--- config.mk ---
export PLATFORM = sky130hd
export DESIGN_NAME = program_loader
export DESIGN_NICKNAME = d
export VERILOG_FILES = /design/src/rtl/mips_loader_pkg.sv /design/src/rtl/loader_timeout.sv /design/src/rtl/program_loader.sv
export SDC_FILE = /design/constraint.sdc
export NUM_CORES = 1
export LEC_CHECK = 0
export CAP_MARGIN = 20
export CORE_ASPECT_RATIO = 1.2
export CORE_MARGIN = 1
export CORE_UTILIZATION = 59
export DETAILED_ROUTE_END_ITERATION = 12
export HOLD_SLACK_MARGIN = 0.06
export PLACE_DENSITY_LB_ADDON = 0.08
export SLEW_MARGIN = 0
export SYNTH_ARGS = -nofsm -noshare
export SYNTH_HDL_FRONTEND = slang
export SYNTH_SLANG_ARGS = --single-unit
--- constraint.sdc ---
create_clock -name clk -period 4.2 [get_ports clk]
set_input_delay 0.84 -clock clk [delete_from_list [all_inputs] [get_ports clk]]
set_output_delay 0.84 -clock clk [all_outputs]
set_load 0.1 [all_outputs]
--- src/rtl/mips_loader_pkg.sv ---
// Shared types and frame constants for the byte-serial program loader.
package mips_loader_pkg;

  typedef enum logic [2:0] {
    ST_IDLE,
    ST_LEN_HI,
    ST_LEN_LO,
    ST_DATA,
    ST_CHECK,
    ST_DONE,
    ST_ERROR
  } loader_state_t;

  localparam int unsigned BYTES_PER_WORD = 4;
  localparam int unsigned BYTE_BITS      = 8;
  localparam int unsigned WORD_BITS      = BYTES_PER_WORD * BYTE_BITS;
  localparam int unsigned LEN_BITS       = 16;

  // Frame reception is in progress in these states.
  function automatic logic is_busy(input loader_state_t s);
    return (s == ST_LEN_HI) || (s == ST_LEN_LO) || (s == ST_DATA) || (s == ST_CHECK);
  endfunction

endpackage

--- src/rtl/loader_timeout.sv ---
// Clearable saturating idle counter; expired holds once TIMEOUT_CYCLES is reached.
module loader_timeout #(
  parameter int unsigned TIMEOUT_CYCLES = 100000
) (
  input  logic clk,
  input  logic reset,
  input  logic clear,
  input  logic enable,
  output logic expired
);

  localparam int unsigned CW = $clog2(TIMEOUT_CYCLES + 1);
  localparam logic [CW-1:0] LIMIT = CW'(TIMEOUT_CYCLES);

  logic [CW-1:0] count;

  // Count enabled cycles, saturating at the limit; clear has priority.
  always_ff @(posedge clk or negedge reset) begin
    if (!reset) begin
      count <= '0;
    end else if (clear) begin
      count <= '0;
    end else if (enable && (count != LIMIT)) begin
      count <= count + CW'(1);
    end
  end

  assign expired = (count == LIMIT);

endmodule

--- src/rtl/program_loader.sv ---
// Byte-serial boot loader: parses LEN_HI/LEN_LO/data/CHK frames, writes
// big-endian words to program RAM and holds the core in reset until verified.
module program_loader
  import mips_loader_pkg::*;
#(
  parameter int unsigned MEMORY_DEPTH   = 256,
  parameter int unsigned TIMEOUT_CYCLES = 100000
) (
  input  logic        clk,
  input  logic        reset,
  input  logic        start,
  input  logic        rx_valid,
  input  logic [7:0]  rx_data,
  output logic        prog_we,
  output logic [31:0] prog_addr,
  output logic [31:0] prog_wdata,
  output logic        core_reset_n,
  output logic        busy,
  output logic        done,
  output logic        error
);

  localparam int unsigned WI = $clog2(MEMORY_DEPTH + 1);

  loader_state_t       state, state_next;
  logic [LEN_BITS-1:0] len;
  logic [WI-1:0]       word_index;
  logic [1:0]          byte_cnt;
  logic [23:0]         assembler;
  logic [7:0]          checksum;
  logic                busy_st;
  logic                enter_len_hi;
  logic                last_byte;
  logic                last_word;
  logic                tmo_expired;
  logic [LEN_BITS-1:0] len_now;

  assign busy_st      = is_busy(state);
  assign enter_len_hi = start && !busy_st;
  assign last_byte    = (byte_cnt == 2'd3);
  assign last_word    = ((32'(word_index) + 32'd1) == 32'(len));
  assign len_now      = {len[15:8], rx_data};

  loader_timeout #(
    .TIMEOUT_CYCLES (TIMEOUT_CYCLES)
  ) u_timeout (
    .clk     (clk),
    .reset   (reset),
    .clear   (!busy_st || rx_valid),
    .enable  (busy_st),
    .expired (tmo_expired)
  );

  // State register.
  always_ff @(posedge clk or negedge reset) begin
    if (!reset) state <= ST_IDLE;
    else        state <= state_next;
  end

  // Next-state logic; an idle timeout overrides any waiting state.
  always_comb begin
    state_next = state;
    case (state)
      ST_IDLE, ST_DONE, ST_ERROR: if (start) state_next = ST_LEN_HI;
      ST_LEN_HI: if (rx_valid) state_next = ST_LEN_LO;
      ST_LEN_LO: begin
        if (rx_valid) begin
          if (len_now == '0)                      state_next = ST_CHECK;
          else if (32'(len_now) > MEMORY_DEPTH)   state_next = ST_ERROR;
          else                                    state_next = ST_DATA;
        end
      end
      ST_DATA:  if (rx_valid && last_byte && last_word) state_next = ST_CHECK;
      ST_CHECK: if (rx_valid) state_next = (rx_data == checksum) ? ST_DONE : ST_ERROR;
      default:  state_next = ST_IDLE;
    endcase
    if (busy_st && !rx_valid && tmo_expired) state_next = ST_ERROR;
  end

  // Length capture, word assembly, checksum and registered RAM write.
  always_ff @(posedge clk or negedge reset) begin
    if (!reset) begin
      len        <= '0;
      word_index <= '0;
      byte_cnt   <= '0;
      assembler  <= '0;
      checksum   <= '0;
      prog_we    <= 1'b0;
      prog_addr  <= '0;
      prog_wdata <= '0;
    end else begin
      prog_we <= 1'b0;
      if (enter_len_hi) begin
        len        <= '0;
        word_index <= '0;
        byte_cnt   <= '0;
        assembler  <= '0;
        checksum   <= '0;
      end else if (rx_valid) begin
        case (state)
          ST_LEN_HI: len[15:8] <= rx_data;
          ST_LEN_LO: len[7:0]  <= rx_data;
          ST_DATA: begin
            checksum  <= checksum ^ rx_data;
            assembler <= {assembler[15:0], rx_data};
            byte_cnt  <= byte_cnt + 2'd1;
            if (last_byte) begin
              prog_we    <= 1'b1;
              prog_wdata <= {assembler, rx_data};
              prog_addr  <= 32'(word_index) << 2;
              word_index <= word_index + WI'(1);
            end
          end
          default: ;
        endcase
      end
    end
  end

  assign busy         = busy_st;
  assign done         = (state == ST_DONE);
  assign error        = (state == ST_ERROR);
  assign core_reset_n = (state == ST_DONE);

endmodule
==> flow_summary_export.csv <==
group,metric,value,unit
yosys,synth.distinct_cells,50,
cts,post_cts_buffers,0,
yosys,synth_top_cell_by_area,"dfrtp_1",
placement,port_buffers,57,
setup_path,cp_cell_sequence,"nand2b_1 -> nor2_1 -> clkdlybuf4s50_1",
detailed_routing,via_per_inst,5.41,
timing,worstMarginPinSlew,1.02,ns
global_routing,antenna_found_initial,0,
cts,cts_buffers,17,
timing,period_share,77.6,%
floorplanning,rows,39,
yosys,synth_top_area_share,53.0,%
cells_and_area,nFillCells,721,
power,ir_drop,466,µV
power,powerDensity,615,mW/mm²
setup_path,r2r-end,"state[0]",
timing,skew,0.00942,ns
global_routing,gr-total-overflow,0,
timing,period_needed,3.26,ns
floorplanning,die-width,91.8,µm
status,outcome,"finished, final reports clean",
detailed_routing,first_pass_iters,4,
timing,rsz0062_at_grt,"false",
cts,cts_max_level,4,
setup_path,crit_buf_inv,1,
yosys,synthFlopType,"dfrtp_1",
cells_and_area,layout_commonest_cell,"nand2_1",
yosys,synth_edf_count,0,
timing,fmaxAchievable,0.307,GHz
detailed_routing,first_iter_violations,272,
timing,fin_setup_tns,0,ns
yosys,synth_area_per_cell,8.93,µm²
floorplanning,core,0.00947,mm²
setup_path,rr_startpoint,"state[0]",
yosys,synth_cells,640,
cells_and_area,antenna-diode-count,0,
floorplanning,floorplan.initialDensity,60.4,%
global_routing,grt_start_max_net_pins,73,
detailed_routing,drc,0,
yosys,ys.warnings.count,0,
timing,finalHoldViolCount,0,
placement,routabilityCongestion,0.866,
power,power.leakage,3.20,nW
timing,setup_viol,0,
global_routing,grt_pass1_vias,4414,
cts,insertion_delay,0.41,ns
yosys,async_reset_ff_share,100,%
cts,cts_tree,"done",
cts,cts-root-buf,"clkbuf_16",
cts,cts_sinks,121,
cts,clock_path_buffers,2,
cells_and_area,final_cell_mix,"nand2_1, dfrtp_1, clkdlybuf4s50_1, nor2_1, a21oi_1",
cts,ctsHoldBuffers,0,
placement,hpwl,8400,µm
min_path,holdPathEnd,"prog_addr[9]",
min_path,hp-start,"prog_addr[9]",
cts,cts_resized,0,
setup_path,worst-r2r-cell-count,6,
flow_run,max_cap_viol_count,0,
detailed_routing,wl_per_cell,15.3,µm
cells_and_area,drive_gt1_share,6.98,%
setup_path,regToRegSetupSlack,1.51,ns
setup_path,cp-start-kind,"flip-flop",
setup_path,worst_path_largest_cell_delay,1.16,ns
setup_path,crit_path_end_kind,"output port",
detailed_routing,drtAntennaViolNets,0,
yosys,synth.area.top_cells,"dfrtp_1, nand2_1, a21oi_1",
yosys,synth_area,0.00571,mm²
min_path,hold_depth,2,
yosys,synth-seq-cells,121,
timing,relSlewSlack,31.9,%
setup_path,worst_path_max_delay_cell,"clkdlybuf4s50_1",
cts,path_clk_slew,0.06,ns
setup_path,crit_family,"buffers and inverters",
global_routing,grtUsageTotal,26.9,%
detailed_routing,vias,4460,
yosys,yosysSeqAreaShare,53.0,%
detailed_routing,totalWireLength,12600,µm
min_path,hp-class,"reg2reg",
setup_path,cp.arrival,2.42,ns
power,fin_total_pwr,4.21,mW
floorplanning,dieArea,0.0101,mm²
setup_path,worstPathMaxFanout,10,
setup_path,crit_type,"reg2out",
global_routing,grt_pass1_wl,20700,µm
cells_and_area,final_nets,705,
floorplanning,die_height,110,µm
cells_and_area,utilization,72.2,%
cells_and_area,syn_to_final_growth,19.7,%
setup_path,worst_ep_required_time,3.36,ns
timing,slew_violations,0,
floorplanning,ios,81,
==> registers in the layout, summed over array words and instances, names as in the netlist <==
name	count
word_index	9
len	16
prog_wdata	32
prog_addr	9
state	3
prog_we	1
byte_cnt	2
assembler	24
checksum	8
u_timeout.count	17
==> final cells by class <==
type,count,area [µm²],share of cell area [%]
inverter,7,26.3,0.384
timing repair buffer,64,618,9.04
clock inverter,15,143,2.09
sequential,121,3030,44.3
tap,123,154,2.25
clock buffer,17,425,6.22
multi-input combinational,478,2440,35.7
==> routing by layer <==
layer  vias to the layer above  share of wire, %  global-route usage (%)
met3                        25               2.9                    5.39
met1                      2196                42                    32.2
met4                         0               1.9                    11.5
met2                        94                54                    47.4
li1                       2145                 -                       -
met5                         -                 0                       0
==> logic make-up (layout without fill, tap and decap cells) <==
kind of cell	count (synthesis)	count (layout)	share of synthesized area (%)
other	1	23	0.0656
multiplexers	11	11	1.95
XOR/XNOR	42	42	6.44
AND/OR/NAND/NOR	323	323	24.3
flip-flops	121	121	53.0
AO/OA/AOI/OAI	75	75	7.55
adder cells (fa/ha/maj)	4	4	0.876
buffers and inverters	63	103	5.82
==> worst max path at each step <==
stage | from | endpoint | slack (ns) | cells past startpoint
floorplan | state[1] | state[0] | 0.85 | 8
global placement | rx_valid | word_index[4] | 1.21 | 8
detailed placement | rx_valid | word_index[4] | 1.17 | 8
CTS | state[1] | core_reset_n | 0.94 | 3
global route | state[1] | core_reset_n | 0.86 | 3
finish | state[1] | core_reset_n | 0.94 | 3
==> synth_stat cells, drive strengths merged (7+ instances only) <==
library cell and n:
a21oi 39, and3 10, buf 30, clkbuf 26, dfrtp 121, inv 7
mux2i 10, nand2 216, nand3 14, nor2 42, o21ai 18, xnor2 22
xor2 20
==> where the power goes <==
| part | internal, mW | total, mW | leakage, nW | switching, mW |
|---|---|---|---|---|
| Sequential | 1.36 | 1.53 | 1.66 | 0.176 |
| Clock | 0.822 | 1.38 | 0.263 | 0.561 |
| Combinational | 0.376 | 1.29 | 1.27 | 0.917 |
==> stage by stage <==
step,cells,hold WS [ns],setup WS (ns),instance area (µm²)
3_3_place_gp,793,0.453,1.21,6270
4_1_cts,825,0.475,0.942,6840
3_5_place_dp,793,0.461,1.17,6270
6_report,825,0.469,0.939,6840
5_1_grt,825,0.486,0.859,6840
2_1_floorplan,662,0.439,0.854,5800
==> tightest hold or removal path, stage by stage (launching register included) <==
cell and delay (ns):
dfrtp_1 0.34, nand2_1 0.05, nand2_1 0.05
No activity file was read; power rests on OpenSTA's default activity.
